[src/rtl/trade_order_if.sv]
// Order request channel from trade_order_gen to the order serialiser.
// The generator drives the order fields; the serialiser returns order_ready.
interface trade_order_if;
  logic       order_valid;
  logic       order_ready;
  logic       order_side;
  logic [7:0] order_price;
  logic [7:0] order_id;

  modport master (
    output order_valid,
    output order_side,
    output order_price,
    output order_id,
    input  order_ready
  );

  modport slave (
    input  order_valid,
    input  order_side,
    input  order_price,
    input  order_id,
    output order_ready
  );
endinterface

[src/rtl/trade_order_gen.sv]
// Turns buy/sell signal levels into single in-flight order requests, with
// a net-position limit, post-order cooldown, sequence IDs and a drop counter.
//
// state    | meaning
// ---------+-----------------------------------------------------------
// IDLE     | evaluating buy/sell; may create an order or count a drop
// ISSUE    | order presented, waiting for order_ready
// COOLDOWN | post-order quiet time, inputs ignored
module trade_order_gen #(
  parameter int MAX_POSITION    = 4,
  parameter int COOLDOWN_CYCLES = 8
) (
  input  logic         clk,
  input  logic         rst,
  input  logic         buy_signal,
  input  logic         sell_signal,
  input  logic [7:0]   price,
  trade_order_if.master ord,
  output logic [3:0]   position,
  output logic         busy,
  output logic [7:0]   drop_count
);

  typedef enum logic [1:0] {
    S_IDLE     = 2'd0,
    S_ISSUE    = 2'd1,
    S_COOLDOWN = 2'd2
  } state_t;

  localparam logic [3:0] POS_MAX = 4'(MAX_POSITION);
  localparam logic [3:0] POS_MIN = 4'(-MAX_POSITION);
  localparam logic [7:0] CD_LOAD = 8'(COOLDOWN_CYCLES);
  localparam bit         HAS_CD  = (COOLDOWN_CYCLES > 0);

  state_t     state;
  logic [7:0] cd_cnt;
  logic       valid_q;
  logic       side_q;
  logic [7:0] price_q;
  logic [7:0] id_q;
  logic       reject;
  logic [7:0] drop_next;

  // A request is rejected on conflict or when it would push past the limit.
  always_comb begin
    reject = 1'b0;
    if (buy_signal && sell_signal)
      reject = 1'b1;
    else if (buy_signal && (position == POS_MAX))
      reject = 1'b1;
    else if (sell_signal && (position == POS_MIN))
      reject = 1'b1;
    drop_next = (drop_count == 8'hFF) ? drop_count : drop_count + 8'd1;
  end

  always_ff @(posedge clk) begin
    if (rst) begin
      state      <= S_IDLE;
      cd_cnt     <= 8'd0;
      valid_q    <= 1'b0;
      side_q     <= 1'b0;
      price_q    <= 8'd0;
      id_q       <= 8'd0;
      position   <= 4'd0;
      drop_count <= 8'd0;
    end else begin
      case (state)
        S_IDLE: begin
          if (reject) begin
            drop_count <= drop_next;
          end else if (buy_signal || sell_signal) begin
            side_q  <= buy_signal;
            price_q <= price;
            valid_q <= 1'b1;
            state   <= S_ISSUE;
          end
        end
        S_ISSUE: begin
          if (ord.order_ready) begin
            valid_q  <= 1'b0;
            position <= side_q ? position + 4'd1 : position - 4'd1;
            id_q     <= id_q + 8'd1;
            if (HAS_CD) begin
              cd_cnt <= CD_LOAD;
              state  <= S_COOLDOWN;
            end else begin
              state  <= S_IDLE;
            end
          end
        end
        S_COOLDOWN: begin
          // Leaving on the 1->0 step keeps COOLDOWN exactly CD_LOAD cycles long.
          cd_cnt <= cd_cnt - 8'd1;
          if (cd_cnt == 8'd1)
            state <= S_IDLE;
        end
        default: begin
          state   <= S_IDLE;
          valid_q <= 1'b0;
        end
      endcase
    end
  end

  assign ord.order_valid = valid_q;
  assign ord.order_side  = side_q;
  assign ord.order_price = price_q;
  assign ord.order_id    = id_q;
  assign busy            = (state != S_IDLE);

endmodule
[src/flat_wrapper.sv]
// flat-port wrapper written by rule: the top's interface ports become plain ports
module trade_order_gen_flat 
#(
  parameter int MAX_POSITION    = 4,
  parameter int COOLDOWN_CYCLES = 8
)
  (clk, rst, buy_signal, sell_signal, price, position, busy, drop_count, ord_order_valid, ord_order_side, ord_order_price, ord_order_id, ord_order_ready);
  trade_order_if ord_i ();
  input  logic clk;
  input  logic rst;
  input  logic buy_signal;
  input  logic sell_signal;
  input  logic [7:0] price;
  output logic [3:0] position;
  output logic busy;
  output logic [7:0] drop_count;
  output wire logic [$bits(ord_i.order_valid)-1:0] ord_order_valid;
  output wire logic [$bits(ord_i.order_side)-1:0] ord_order_side;
  output wire logic [$bits(ord_i.order_price)-1:0] ord_order_price;
  output wire logic [$bits(ord_i.order_id)-1:0] ord_order_id;
  input wire logic [$bits(ord_i.order_ready)-1:0] ord_order_ready;
  assign ord_order_valid = ord_i.order_valid;
  assign ord_order_side = ord_i.order_side;
  assign ord_order_price = ord_i.order_price;
  assign ord_order_id = ord_i.order_id;
  assign ord_i.order_ready = ord_order_ready;
  trade_order_gen #(.MAX_POSITION(MAX_POSITION), .COOLDOWN_CYCLES(COOLDOWN_CYCLES)) u_core (.clk(clk), .rst(rst), .buy_signal(buy_signal), .sell_signal(sell_signal), .price(price), .ord(ord_i), .position(position), .busy(busy), .drop_count(drop_count));
endmodule
[config.mk]
export PLATFORM = sky130hd
export DESIGN_NAME = trade_order_gen_flat
export DESIGN_NICKNAME = d
export VERILOG_FILES = /design/src/rtl/trade_order_if.sv /design/src/rtl/trade_order_gen.sv /design/src/flat_wrapper.sv
export SDC_FILE = /design/constraint.sdc
export NUM_CORES = 1
export LEC_CHECK = 0
export CORE_MARGIN = 8
export CORE_UTILIZATION = 45
export DETAILED_ROUTE_END_ITERATION = 8
export GPL_TIMING_DRIVEN = 0
export PLACE_DENSITY_LB_ADDON = 0.3
export RECOVER_POWER = 100
export SLEW_MARGIN = 20
export SYNTH_ARGS = -nofsm -noshare
export SYNTH_HDL_FRONTEND = slang
export SYNTH_SLANG_ARGS = --single-unit
[constraint.sdc]
create_clock -name clk -period 1.5 [get_ports clk]
set_input_delay 0.3 -clock clk [delete_from_list [all_inputs] [get_ports clk]]
set_output_delay 0.3 -clock clk [all_outputs]
set_load 0.02 [all_outputs]
# == Word level (Yosys, flattened, before mapping) ==
# Index checks and enable logic that the tools add are counted.
# classes
add_sub_neg,5
eq_ne,10
mux,15
n_bitwise,3
n_reduce_logical,13
# op_table
op,count
"8-bit by 1-bit adder with 8-bit output, second input constant",2
8-bit one-hot mux with 2 select lines,1
"8-bit by 1-bit == test with 1-bit output, second input constant",1
"8-bit == test, second input constant",1
2-bit two-way mux,4
8-bit two-way mux,1
4-bit AND reduction,2
"8-bit by 1-bit subtractor with 8-bit output, second input constant",1
1-bit two-way mux,6
2-bit one-hot mux with 3 select lines,1
3-bit AND reduction,2
"4-bit by 1-bit adder with 4-bit output, second input constant",1
"4-bit by 3-bit == test with 1-bit output, second input constant",1
"4-bit == test, second input constant",1
4-bit two-way mux,1
"2-bit by 1-bit != test with 1-bit output, second input constant",2
"2-bit != test, second input constant",2
2-bit AND reduction,2
2-bit nonzero test,2
"4-bit by 1-bit subtractor with 4-bit output, second input constant",1
1-bit logical AND,3
1-bit NOT,3
1-bit one-hot mux with 3 select lines,1
"2-bit by 1-bit == test with 1-bit output, second input constant",1
other kinds (3),3
# totals
register_bits,40
elab_cells,54

# == Depth between registers and ports, before layout ==
# Gate-level depths: netlist (run 1).
# logic_depth
depth_word,7
ltp_mapped,6
depth_no_buf,6

# == Worst setup path after synthesis (run 1) ==
# No wires, ideal clock.
# synth_timing
kind,reg-to-reg
startpoint,register u_core.side_q (netlist: u_core.ord.order_side)
endpoint,register u_core.position[3]
arrival_ps,1671
t_required_ps,1379
setup_slack_ps,-292
stages_incl_launch_ff,7
path_buffers,0
path_cell_list,dfxtp_1 -> inv_1 -> ha_1 -> nand3_1 -> a211oi_1 -> a31o_2 -> mux2_2
# synth_between
elab_chain_cells,1
# synth_lines
element,line_no,rtl
from (decl),trade_order_gen.sv:38,logic side_q;
from (signal assigned),trade_order_gen.sv:72,side_q <= buy_signal;
4-bit two-way mux,trade_order_gen.sv:81,position <= side_q ? position + 4'd1 : position - 4'd1;
to (signal assigned),trade_order_gen.sv:81,
to (decl),trade_order_gen.sv:19,"output logic [3:0] position,"
# Every way passes these cells.
# A chain may end at the register's enable or synchronous reset.

# == Worst setup path in the final report (run 1) ==
# Same ends and word-level chain as after synthesis.

==> reports/qor.txt, run 1 <==
Placeable Area: 4030 um^2
post-synth top area cell: dfxtp_1
P per Cell Area: 907 nW/um^2
ys flop type: dfxtp_1
drt wl/cell: 16.9 um
post-synthesis cell count: 219
Root Driver: clkbuf_8
CP startpoint kind: flip-flop
post-route ant nets: 0
final setup fails: 17
clk sinks: 40
failing checks: setup timing
die height: 81.0 um
uppermost layer routed: met4
Worst path slowest cell: dfxtp_4
multi-input logic area: 1260 um^2
Reg power frac: 44.3%
status: finished, violations left
max-slew violations: 0
final net count: 319
Synth cell types: 45
P_sw: 0.853 mW
Max-Cap Viols: 0
first-pass GRT wire length: 9.24 mm
register area share after synthesis: 42.1%
crit path DAT: 1770 ps
RSZ-0062 raised after global routing: yes
DR vias: 2,028
Place WS: -522 ps
metal2 WL: 2.86 mm
Synth area leaders: dfxtp_1, a21oi_1, ha_1, nor2_1, o21ai_0
FF+latch count, synth: 40
Area growth, synth to finish: 57.0%
CP max FO: 4
CTS Buffer Depth: 2
Fin. Hold Viols: 0
worst hold slack: 438 ps
Synth Area per Inst: 8.69 um^2
grt total ovfl: 0
antenna cells: 0
fraction of synthesized cell area taken by the top area cell type: 42.1%
Setup WS post-layout: -84.3 ps
vias in the first global route: 1,933
Hold WC Path Type: in -> reg
Setup CP Type: reg -> reg
Hold Buf Count CTS: 0
vias per inst: 5.79
Detailed Place HPWL: 3.45 mm
Site Rows: 23
worst slew pin tran: 847 ps
Lkg Pwr: 1.26 nW
routability cong.: 0.772
most frequent cells in the layout: dlygate4sd2_1, dfxtp_1, buf_4, a21oi_1, nor2_1
share of cells above drive strength 1: 35.3%
Post-Route Skew: 8.23 ps
die width: 81.0 um
Final Cycle Share: 106%
DRT iter0 DRCs: 144
CTS H-tree depth: 2
routed length on met1: 2.56 mm
CTS tree: built
Max stage delay on crit path: 390 ps
Clk Latency, worst-skew pair: 300 ps
layout filler cell count: 288
most common cell after layout, fill and taps aside: dlygate4sd2_1
mapped cell area: 1900 um^2
Port-buffer cells: 43
Int Pwr: 1.86 mW
CP endpoint kind: flip-flop
delay-heaviest family, CP: compound AO/OA/AOI/OAI gates
largest net degree at the start of global routing: 13
initial core utilization: 47.2%
register area: 837 um^2
DRT Pass-1 Iters: 5
async set-reset flop share out of synthesis: 0%
IO Count: 44
all-layer global routing usage: 17.7%
DR WL met3: 416 um
initial antenna violation count: 0
Combinational Power Share: 27.8%
sum of buffers and inverters on the critical path: 1
Sw Ratio: 31.5%
Post-synth EDFFs: 0
CP cell instances: inv_8 > ha_4 > a21oi_4 > a211oi_2 > a31o_2 > mux2_4
clock transition at the registers of the reported paths: 80 ps
CP required: 1680 ps
final wirelength: 5.92 mm
fmax: 0.631 GHz
Clock power frac: 27.9%
Final min period: 1580 ps
Syn Nets: 239
Rel. slew slack: 43.3%
DRC: 0
Die ar.: 6570 um^2
cts bufs inserted: 5
peak supply drop: 0.529 mV
YS warnings: 0
## path summary, 6_finish.rpt
| path | from | to | slack, ps | cells after the start |
|---|---|---|---|---|
| max | u_core.ord.order_side$_SDFFE_PP0P_ | u_core.position[3]$_SDFFE_PP0P_ | -80 | 6 |
| min | ord_order_ready | u_core.state[0]$_SDFFE_PP0P_ | 440 | 4 |
| max reg2reg | u_core.ord.order_side$_SDFFE_PP0P_ | u_core.position[3]$_SDFFE_PP0P_ | -80 | 6 |
| min reg2reg | u_core.ord.order_price[0]$_SDFFE_PP0P_ | u_core.ord.order_price[0]$_SDFFE_PP0P_ | 470 | 2 |
## Yosys cell counts, types with 2 or more instances
master and instances:
a211oi_1 2, a21oi_1 24, a22oi_1 2, and3_1 2
buf_2 2, clkbuf_1 7, dfxtp_1 40, ha_1 6
inv_1 8, mux2_2 4, nand2_1 11, nand3_1 13
nand3b_1 2, nand4_1 8, nor2_1 20, nor2b_1 4
nor3_1 7, o211ai_1 2, o21ai_0 14, o311a_1 2
o311ai_0 2, o31ai_1 3, or3_1 3, or4_1 3
xnor2_1 6, xor2_1 3
## state kept, by name (all words and copies together), names as in the netlist
name and cells:
u_core.ord.order_side 1, u_core.position 4, u_core.ord.order_id 8, u_core.cd_cnt 8
u_core.state 2, u_core.ord.order_price 8, u_core.drop_count 8, u_core.ord.order_valid 1
## layout make-up
cell class	instances	share of cell area (%)
well taps	50	2.09
clock buffers	6	2.76
flip-flops and latches	40	28.0
repair buffers	73	20.9
inverters	8	1.26
multi-input cells	161	42.3
clock inverters	2	0.335
plain buffers	10	2.30
## logic make-up (layout without fill, tap and decap cells)
kind of cell	Yosys count	after routing	share of synthesized area [%]
simple gates	81	81	22.7
compound gates	59	59	19.5
flops	40	40	42.1
buf+inv	18	99	3.68
xor+xnor	9	9	4.14
fa+ha+maj	7	7	5.00
mux	5	5	2.89
## tightest hold or removal path, cell delays in order
cell and delay (ps):
dlymetal6s2s_1 180, nor2b_1 70, a21oi_1 110, nor3_1 50
## power groups by stage
| stage | sequential, mW | combinational, mW | clock (mW) |
|---|---|---|---|
| floorplan | 1.27 | 0.307 | 0 |
| global placement | 1.23 | 0.547 | 0 |
| detailed placement | 1.23 | 0.561 | 0 |
| CTS | 1.20 | 0.638 | 0.767 |
| global route | 1.21 | 0.813 | 0.821 |
| finish | 1.20 | 0.754 | 0.755 |
## stage by stage
stage / total power, mW / area [um^2] / TNS (ps) / util [%] / cells
2_1_floorplan: 1.58 / 2000 / -91.6 / - / 219
3_3_place_gp: 1.78 / 2500 / -16800 / 62.0 / 312
3_5_place_dp: 1.79 / 2500 / -17810 / 62.0 / 312
4_1_cts: 2.60 / 2780 / -337 / 69.1 / 341
5_1_grt: 2.85 / 2990 / -1530 / 74.2 / 350
6_report: 2.71 / 2990 / -504 / 74.2 / 350
## per-layer routing
layer | GRT usage (%) | up-vias
met1 | 21.5 | 971
met2 | 29.1 | 79
li1 | - | 969
met3 | 4.75 | 9
met5 | 0 | -
met4 | 7.14 | 0
## repair_timing
item | 4_1_cts | 5_1_grt
gates resized for setup | 59 | 58
hold endpoints to repair | 0 | 0
cloned | 1 | 1
endpoints found under the setup margin | 71 | 41
pin swaps | 19 | 24
setup buffers | 20 | 10
Power figures use the tool's default switching activity.
==> run 2, diff against run 1 <==
--- a/config.mk
+++ b/config.mk
@@ -9,7 +9,7 @@
 export CORE_UTILIZATION = 45
 export DETAILED_ROUTE_END_ITERATION = 8
 export GPL_TIMING_DRIVEN = 0
-export PLACE_DENSITY_LB_ADDON = 0.3
+export PLACE_DENSITY_LB_ADDON = 0.1
 export RECOVER_POWER = 100
 export SLEW_MARGIN = 20
 export SYNTH_ARGS = -nofsm -noshare
==> reports/qor.txt, run 2 (synthesized netlist as in run 1, its figures left out) <==
Detailed Place HPWL: 3.42 mm
Port-buffer cells: 43
Setup TNS Final: -503 ps
all-layer global routing usage: 15.7%
failing checks: setup timing
final net count: 317
Final min period: 1600 ps
Setup CP Type: reg -> reg
multi-input logic area: 1260 um^2
RSZ-0062 raised after global routing: yes
CTS Buffer Depth: 2
Site Rows: 23
DRT iter0 DRCs: 103
routability cong.: 0.751
Post-Route Skew: 5.83 ps
DRT Pass-1 Iters: 4
Final Non-Filler Cells: 348
Hold WC Path Type: in -> reg
Die ar.: 6570 um^2
Setup WS post-layout: -104 ps
Lkg Pwr: 1.22 nW
Final Cycle Share: 107%
clock transition at the registers of the reported paths: 80 ps
CP required: 1740 ps
antenna cells: 0
vias per inst: 5.62
register area: 840 um^2
crit path DAT: 1840 ps
initial antenna violation count: 0
most common cell after layout, fill and taps aside: dlygate4sd2_1
grt total ovfl: 0
final setup fails: 12
max-slew violations: 0
CP startpoint kind: flip-flop
final wirelength: 5.44 mm
DRC: 0
drt wl/cell: 15.6 um
CTS H-tree depth: 2
Root Driver: clkbuf_8
Placeable Area: 4030 um^2
share of cells above drive strength 1: 34.6%
DR vias: 1,956
status: finished, violations left
vias in the first global route: 1,814
IO Count: 44
clk sinks: 40
Hold Buf Count CTS: 0
Clk Latency, worst-skew pair: 290 ps
CP endpoint kind: flip-flop
Fin. Hold Viols: 0
Max-Cap Viols: 0
CP max FO: 8
die width: 81.0 um
cts bufs inserted: 5
peak supply drop: 0.640 mV
worst hold stages: 4
Inst Count DP: 312
die height: 81.0 um
largest net degree at the start of global routing: 13
reg2reg path depth: 4
first-pass GRT wire length: 8.18 mm
most frequent cells in the layout: dlygate4sd2_1, dfxtp_1, buf_4, a21oi_1, nor2_1
Area growth, synth to finish: 57.2%
CTS tree: built
initial core utilization: 47.2%
fmax: 0.624 GHz
post-route ant nets: 0
Rel. slew slack: 63.3%
P per Cell Area: 941 nW/um^2
final core occ: 74.3%
worst slew pin tran: 551 ps
layout filler cell count: 310
run 2: what timing repair did:
item,CTS,global route
pin swaps,11,22
buffers inserted,17,9
gates resized for setup,65,49
cloned,0,2
setup endpoints to repair,70,36
run 2: power by group:
part | switching (mW) | total (mW) | internal [mW]
logic | 0.380 | 0.748 | 0.368
clock network | 0.372 | 0.866 | 0.494
registers | 0.0722 | 1.20 | 1.13
run 2: layout make-up:
class                   instances  share of cell area [%]
flip-flops and latches         40                    28.1
repair buffers                 71                    20.7
clock buffers                   6                    2.43
plain buffers                  10                    2.17
multi-input cells             161                    42.1
inverters                       8                    1.25
well taps                      50                    2.09
clock inverters                 2                    1.17
run 2: worst max-delay path, cell delays in order (launching register included):
cell and delay (ps):
dfxtp_4 380, or4b_4 510, nor4_4 260, mux2_4 330, nor2_2 70
run 2: worst paths after layout:
| kind | start | slack [ps] | endpoint |
|---|---|---|---|
| worst min-delay path | ord_order_ready | 430 | u_core.state[0]$_SDFFE_PP0P_ |
| worst max-delay path | u_core.state[0]$_SDFFE_PP0P_ | -100 | u_core.cd_cnt[5]$_SDFFE_PP0P_ |
| worst max register to register | u_core.state[0]$_SDFFE_PP0P_ | -100 | u_core.cd_cnt[5]$_SDFFE_PP0P_ |
| worst min register to register | u_core.ord.order_price[6]$_SDFFE_PP0P_ | 460 | u_core.ord.order_price[6]$_SDFFE_PP0P_ |
run 2: metal layers:
metal,vias up,part of all wire (%),GRT usage [%]
li1,960,-,-
met1,935,42,17.1
met2,53,50,28.1
met3,8,5.8,3.75
met4,0,1.5,7.32
met5,-,0,0
run 2: stage by stage:
step / instance area [um^2] / worst slack (ps) / power [mW] / hold slack (ps)
6_report: 2990 / -104 / 2.82 / 431
2_1_floorplan: 2000 / -50.4 / 1.58 / 426
5_1_grt: 2990 / -156 / 2.96 / 484
3_3_place_gp: 2500 / -494 / 1.78 / 463
4_1_cts: 2770 / -94.6 / 2.72 / 481
3_5_place_dp: 2500 / -521 / 1.79 / 468
==> run 3, diff against run 2 <==
--- a/config.mk
+++ b/config.mk
@@ -7,6 +7,7 @@
 export LEC_CHECK = 0
 export CORE_MARGIN = 8
 export CORE_UTILIZATION = 45
+export CTS_CLUSTER_DIAMETER = 200
 export DETAILED_ROUTE_END_ITERATION = 8
 export GPL_TIMING_DRIVEN = 0
 export PLACE_DENSITY_LB_ADDON = 0.1
==> results of run 3 <==
Final layout, timing and power as in run 2 (identical DEF).
